===== src/rtl/alu_pkg.sv =====
// Shared definitions for the RV32I integer-computational decode stage:
// opcode/funct7 constants, ALU operation encodings and the decoded bundle.
package alu_pkg;

  localparam int XLEN_C = 32;

  localparam logic [6:0] OPC_OP     = 7'b0110011;
  localparam logic [6:0] OPC_OP_IMM = 7'b0010011;
  localparam logic [6:0] OPC_LUI    = 7'b0110111;

  localparam logic [6:0] F7_BASE = 7'b0000000;
  localparam logic [6:0] F7_ALT  = 7'b0100000;

  // ALU operation code is {sub/arith bit, funct3}.
  typedef enum logic [3:0] {
    ALU_ADD  = 4'd0,
    ALU_SLL  = 4'd1,
    ALU_SLT  = 4'd2,
    ALU_SLTU = 4'd3,
    ALU_XOR  = 4'd4,
    ALU_SRL  = 4'd5,
    ALU_OR   = 4'd6,
    ALU_AND  = 4'd7,
    ALU_SUB  = 4'd8,
    ALU_SRA  = 4'd13
  } alu_op_e;

  // Decoded bundle handed to the execute stage.
  typedef struct packed {
    logic                illegal;
    logic                rd_we;
    logic                use_imm;
    logic [3:0]          alu_op;
    logic [4:0]          rs1;
    logic [4:0]          rs2;
    logic [4:0]          rd;
    logic [XLEN_C-1:0]   imm;
  } dec_t;

endpackage


===== src/rtl/alu_dec_logic.sv =====
// Purely combinational RV32I decoder for OP, OP-IMM and LUI.
// Anything else is reported as illegal with all control fields zeroed,
// while the raw register fields still pass through.
module alu_dec_logic
  import alu_pkg::*;
(
  input  logic [31:0] instr_i,
  output dec_t        dec_o
);

  logic [6:0] opcode;
  logic [2:0] funct3;
  logic [6:0] funct7;

  assign opcode = instr_i[6:0];
  assign funct3 = instr_i[14:12];
  assign funct7 = instr_i[31:25];

  // Decode the instruction word into the ALU control bundle.
  always_comb begin
    // NOTE: every output gets a default first so no path leaves it unassigned
    // (otherwise a latch would be inferred).
    dec_o         = '0;
    dec_o.rs1     = instr_i[19:15];
    dec_o.rs2     = instr_i[24:20];
    dec_o.rd      = instr_i[11:7];
    dec_o.illegal = 1'b1;

    unique case (opcode)
      OPC_OP: begin
        if (funct7 == F7_BASE ||
            (funct7 == F7_ALT && (funct3 == 3'd0 || funct3 == 3'd5))) begin
          dec_o.illegal = 1'b0;
          dec_o.rd_we   = 1'b1;
          dec_o.alu_op  = {instr_i[30], funct3};
        end
      end

      OPC_OP_IMM: begin
        unique case (funct3)
          3'd1: begin
            if (funct7 == F7_BASE) begin
              dec_o.illegal = 1'b0;
              dec_o.alu_op  = ALU_SLL;
              dec_o.imm     = {27'b0, instr_i[24:20]};
            end
          end
          3'd5: begin
            if (funct7 == F7_BASE || funct7 == F7_ALT) begin
              dec_o.illegal = 1'b0;
              dec_o.alu_op  = {instr_i[30], funct3};
              dec_o.imm     = {27'b0, instr_i[24:20]};
            end
          end
          default: begin
            dec_o.illegal = 1'b0;
            dec_o.alu_op  = {1'b0, funct3};
            dec_o.imm     = {{20{instr_i[31]}}, instr_i[31:20]};
          end
        endcase
        if (!dec_o.illegal) begin
          dec_o.rd_we   = 1'b1;
          dec_o.use_imm = 1'b1;
          dec_o.rs2     = 5'd0;
        end
      end

      OPC_LUI: begin
        dec_o.illegal = 1'b0;
        dec_o.rd_we   = 1'b1;
        dec_o.use_imm = 1'b1;
        dec_o.alu_op  = ALU_ADD;
        dec_o.rs1     = 5'd0;
        dec_o.imm     = {instr_i[31:12], 12'b0};
      end

      default: ;
    endcase
  end

endmodule


===== src/rtl/alu_decode_stage.sv =====
// Pipelined decode stage between fetch and execute with valid/ready on both
// sides and one cycle of latency.
// Build option ALU_DEC_SKID_EN: adds a second (skid) entry so in_ready comes
// straight from a register. Without it, a single output register is used and
// in_ready = !out_valid || out_ready.
module alu_decode_stage
  import alu_pkg::*;
#(
  parameter int XLEN = 32
) (
  input  logic            clk,
  input  logic            rst_n,
  input  logic            flush,
  input  logic            in_valid,
  output logic            in_ready,
  input  logic [31:0]     in_instr,
  output logic            out_valid,
  input  logic            out_ready,
  output logic [3:0]      alu_op,
  output logic [4:0]      rs1,
  output logic [4:0]      rs2,
  output logic [4:0]      rd,
  output logic [XLEN-1:0] imm,
  output logic            use_imm,
  output logic            rd_we,
  output logic            illegal
);

  dec_t dec_w;
  dec_t out_q, out_d;
  logic out_valid_q, out_valid_d;
  logic in_fire;

  alu_dec_logic u_dec (
    .instr_i (in_instr),
    .dec_o   (dec_w)
  );

  assign in_fire = in_valid & in_ready;

`ifdef ALU_DEC_SKID_EN
  dec_t skid_q, skid_d;
  logic skid_valid_q, skid_valid_d;

  // Ready is registered: accept whenever the skid slot is free.
  assign in_ready = !skid_valid_q;

  // Next-state for output and skid entries; flush wins over any handshake.
  always_comb begin
    out_valid_d  = out_valid_q;
    out_d        = out_q;
    skid_valid_d = skid_valid_q;
    skid_d       = skid_q;
    if (flush) begin
      out_valid_d  = 1'b0;
      skid_valid_d = 1'b0;
    end else if (skid_valid_q) begin
      // in_ready is low here, so only the drain of the skid entry matters.
      if (out_ready) begin
        out_d        = skid_q;
        skid_valid_d = 1'b0;
      end
    end else if (!out_valid_q || out_ready) begin
      out_valid_d = in_fire;
      if (in_fire) out_d = dec_w;
    end else if (in_fire) begin
      // Output stalled: absorb the one entry already in flight.
      skid_valid_d = 1'b1;
      skid_d       = dec_w;
    end
  end

  // Skid entry register.
  always_ff @(posedge clk or negedge rst_n) begin
    if (!rst_n) begin
      skid_valid_q <= 1'b0;
      skid_q       <= '0;
    end else begin
      skid_valid_q <= skid_valid_d;
      skid_q       <= skid_d;
    end
  end
`else
  // Ready whenever the output slot is empty or being consumed this cycle.
  assign in_ready = !out_valid_q || out_ready;

  // Next-state for the single output entry; flush wins over any handshake.
  always_comb begin
    out_valid_d = out_valid_q;
    out_d       = out_q;
    if (flush) begin
      out_valid_d = 1'b0;
    end else if (in_fire) begin
      out_valid_d = 1'b1;
      out_d       = dec_w;
    end else if (out_ready) begin
      out_valid_d = 1'b0;
    end
  end
`endif

  // Output entry register.
  always_ff @(posedge clk or negedge rst_n) begin
    // NOTE: the data register is reset too, because the data outputs must
    // read zero after reset, not just out_valid.
    if (!rst_n) begin
      out_valid_q <= 1'b0;
      out_q       <= '0;
    end else begin
      // NOTE: non-blocking assignments so all state updates at the edge
      // see the pre-edge values.
      out_valid_q <= out_valid_d;
      out_q       <= out_d;
    end
  end

  assign out_valid = out_valid_q;
  assign alu_op    = out_q.alu_op;
  assign rs1       = out_q.rs1;
  assign rs2       = out_q.rs2;
  assign rd        = out_q.rd;
  assign imm       = out_q.imm;
  assign use_imm   = out_q.use_imm;
  assign rd_we     = out_q.rd_we;
  assign illegal   = out_q.illegal;

endmodule


===== config.mk =====
export PLATFORM = sky130hd
export DESIGN_NAME = alu_decode_stage
export DESIGN_NICKNAME = d
export VERILOG_FILES = /design/src/rtl/alu_pkg.sv /design/src/rtl/alu_dec_logic.sv /design/src/rtl/alu_decode_stage.sv
export SDC_FILE = /design/constraint.sdc
export NUM_CORES = 1
export LEC_CHECK = 0
export CAP_MARGIN = 10
export CELL_PAD_IN_SITES_DETAIL_PLACEMENT = 2
export CELL_PAD_IN_SITES_GLOBAL_PLACEMENT = 2
export CORE_MARGIN = 5
export CORE_UTILIZATION = 25
export DETAILED_ROUTE_END_ITERATION = 16
export MAX_ROUTING_LAYER = met4
export PLACE_DENSITY_LB_ADDON = 0.05
export SETUP_SLACK_MARGIN = 0.1
export SYNTH_ARGS = -nofsm -noshare
export SYNTH_HDL_FRONTEND = slang
export SYNTH_SLANG_ARGS = --single-unit

===== constraint.sdc =====
create_clock -name clk -period 2.1 [get_ports clk]
set_clock_uncertainty 0.05 [all_clocks]
set_input_delay 0.42 -clock clk [delete_from_list [all_inputs] [get_ports clk]]
set_output_delay 0.42 -clock clk [all_outputs]
set_load 0.03 [all_outputs]

==> flow_summary.json <==
{
  "status": "completed",
  "synth_area_leaders": "dfrtp_1, nand2_1, o21ai_0",
  "grt_pass1_wl_mm": 13.2,
  "start_kind": "primary input",
  "ys.flop_type": "dfrtp_1",
  "wl_per_cell_um": 17.3,
  "antenna_found_initial": 0,
  "period_needed_ns": 1.95,
  "area_delta_synth_final_pct": 62.8,
  "postCtsSetupBuffers": 0,
  "die_area_mm2": 0.0113,
  "rsz0062_at_grt": "false",
  "async_reset_ff_share_pct": 100,
  "yosys_warnings": 0,
  "cts.sinks": 55,
  "layout.nets": 398,
  "start_util_pct": 25.3,
  "path_class": "in2reg",
  "critPathCaptureType": "flip-flop",
  "critical_path_required_ns": 2.27,
  "synth-xor-area-share_pct": 0,
  "worstSkewPairLatency_ns": 0.31,
  "cap_violations": 0,
  "placed_area_mm2": 0.00363,
  "vdd_drop_max_uv": 306,
  "synth_top_family_by_area": "simple AND/OR/NAND/NOR gates",
  "yosysTopAreaCell": "dfrtp_1",
  "hold_path_class": "in2reg",
  "cts_buffers": 5,
  "finalSetupViolations": 0,
  "finalNonFillerCells": 473,
  "slew_headroom_pct": 71.2,
  "io_pins": 93,
  "synth_mux_area_share_pct": 0,
  "syn_area_per_cell_um2": 9.73,
  "dp_cells": 464,
  "grt_use_total_pct": 15.1,
  "hold_viol": 0,
  "post-route-period-util_pct": 92.7,
  "synthAdderAreaFrac_pct": 0,
  "clk_pin_slew_worst_paths_ns": 0.10,
  "drc": 0,
  "cp_max_fo": 3,
  "cts_root_buf": "clkbuf_8",
  "synth_edf_count": 0,
  "clockBufferDepth": 2,
  "antenna_left": 0,
  "slew_violations": 0,
  "drt-total-wl_mm": 8.20,
  "grt_max_degree": 42,
  "drive_above_1_share_pct": 15.2,
  "final_area_mm2": 0.00377,
  "netlist-cell-type-count": 29,
  "postSynthCellCount": 238,
  "fmax_mhz": 514,
  "gr-total-overflow": 0,
  "via_per_inst": 4.73,
  "fp-row-count": 35,
  "core_area_mm2": 0.00915,
  "synth_compound_area_share_pct": 16.4,
  "tritoncts": "done",
  "htreeDepth": 2,
  "grt_pass1_vias": 2482,
  "die_w_um": 106,
  "yosysSeqAreaShare_pct": 59.4,
  "io_buffers": 92,
  "worst_pin_slew_ns": 0.432,
  "synth_fp_nets": 275,
  "antenna_cells": 0,
  "fin_util_pct": 41.2,
  "fill_cells": 1023,
  "place.gp.congestion": 0.770,
  "fp.dieH_um": 106,
  "hpwl_mm": 6.30,
  "holdWs_ns": 0.397,
  "synth_simple_gate_area_share_pct": 21.8,
  "num_vias": 2235,
  "leakagePower_uw": 0.00163,
  "mappedNetlistArea_mm2": 0.00232,
  "synth_top_area_share_pct": 59.4,
  "drt_iter0_drc": 50,
  "cp.arrival_ns": 2.12,
  "synth.ff_latch_count": 55,
  "first_pass_iters": 4,
  "powerDensity_mw_per_mm2": 666
}
path summary, 6_finish.rpt:
| check | startpoint | end | slack, ns | depth (start not counted) |
|---|---|---|---|---|
| max reg2reg | out_valid$_DFFE_PN0P_ | imm[27]$_DFFE_PN0P_ | 0.51 | 7 |
| min in group asynchronous | rst_n | imm[20]$_DFFE_PN0P_ | 0.52 | 2 |
| max | in_instr[29] | alu_op[0]$_DFFE_PN0P_ | 0.15 | 6 |
| min | in_instr[26] | imm[6]$_DFFE_PN0P_ | 0.40 | 3 |
| min reg2reg | imm[11]$_DFFE_PN0P_ | imm[11]$_DFFE_PN0P_ | 0.44 | 2 |
| max in group asynchronous | rst_n | imm[28]$_DFFE_PN0P_ | 0.92 | 3 |
cells by family after synthesis:
logic type | after synthesis
simple gates | 112
compound gates | 57
flops | 55
buf+inv | 14
per-layer routing:
layer / GRT usage, % / wire length (µm) / up-vias
li1: - / - / 1073
met5: - / 0 / -
met2: 24.9 / 4020 / 54
met3: 2.13 / 271 / 4
met1: 20.0 / 3850 / 1104
met4: 3.05 / 56 / 0
final cells by class:
type / instances / area [µm²] / area share [%]
well taps: 111 / 139 / 3.68
repair buffers: 128 / 1230 / 32.5
inverters: 2 / 7.51 / 0.199
multi-input cells: 169 / 926 / 24.6
flip-flops and latches: 55 / 1380 / 36.5
clock buffers: 7 / 86.3 / 2.29
clock inverters: 1 / 8.76 / 0.232
where the power goes:
| part | internal [µW] | leakage (µW) | total, µW | switching (µW) |
|---|---|---|---|---|
| Clock | 272 | 0.0000484 | 639 | 367 |
| Combinational | 297 | 0.000867 | 673 | 376 |
| Sequential | 1140 | 0.000713 | 1200 | 53.6 |
synthesized netlist by cell type, types with 3 or more instances:
| library cell | number |
|---|---|
| a21oi_1 | 14 |
| a22o_1 | 6 |
| a31oi_1 | 3 |
| and3_1 | 3 |
| clkbuf_1 | 10 |
| dfrtp_1 | 55 |
| nand2_1 | 66 |
| nand3_1 | 5 |
| nor2_1 | 19 |
| nor2b_1 | 5 |
| o211ai_1 | 8 |
| o21ai_0 | 17 |
| o31ai_1 | 4 |
repair_timing:
action	CTS	global route
endpoints found under the hold margin	14	0
hold buffers	1	0
gates resized for setup	7	10
endpoints found under the setup margin	15	11
pin swaps	5	4
critical path, cell delays in order:
cell             delay [ns]
clkdlybuf4s15_1        0.18
or4_4                  0.55
o41ai_4                0.48
buf_4                  0.18
a22oi_1                0.08
o31ai_1                0.23
per-stage QoR:
step | total power [µW] | setup TNS (ns) | setup slack [ns]
after floorplan | 1510 | 0 | 0.156
after global placement | 1890 | -5.46 | -0.330
after detailed placement | 1900 | -7.50 | -0.377
after CTS | 2550 | 0 | 0.115
after global routing | 2650 | 0 | 0.113
final | 2510 | 0 | 0.154
state kept, by name, indices dropped and copies added, names as in the netlist:
name / count
rs1: 5
alu_op: 4
use_imm: 1
rs2: 5
rd_we: 1
rd: 5
out_valid: 1
illegal: 1
imm: 32
layout by cell type (no fill, tap or decap), types with 2 or more instances in the layout:
cell type        synthesis  routed
buf_12                   0       3
clkbuf_8                 0       6
inv_1                    2       2
dfrtp_1                 55      55
nor4_1                   2       2
a21oi_1                 14      14
clkdlybuf4s50_1          0      86
o211ai_1                 8       8
and3_1                   3       2
nand2_1                 66      66
nand3_1                  5       5
dlymetal6s2s_1           0       2
a32o_1                   2       2
o21ai_0                 17      15
nand4_1                  2       2
o31ai_2                  0       2
a22o_1                   6       6
o31ai_1                  4       2
buf_4                    0      32
a31oi_1                  3       3
nor2b_1                  5       5
o21ai_1                  0       2
nor2_1                  19      19
Power figures use the tool's default switching activity.
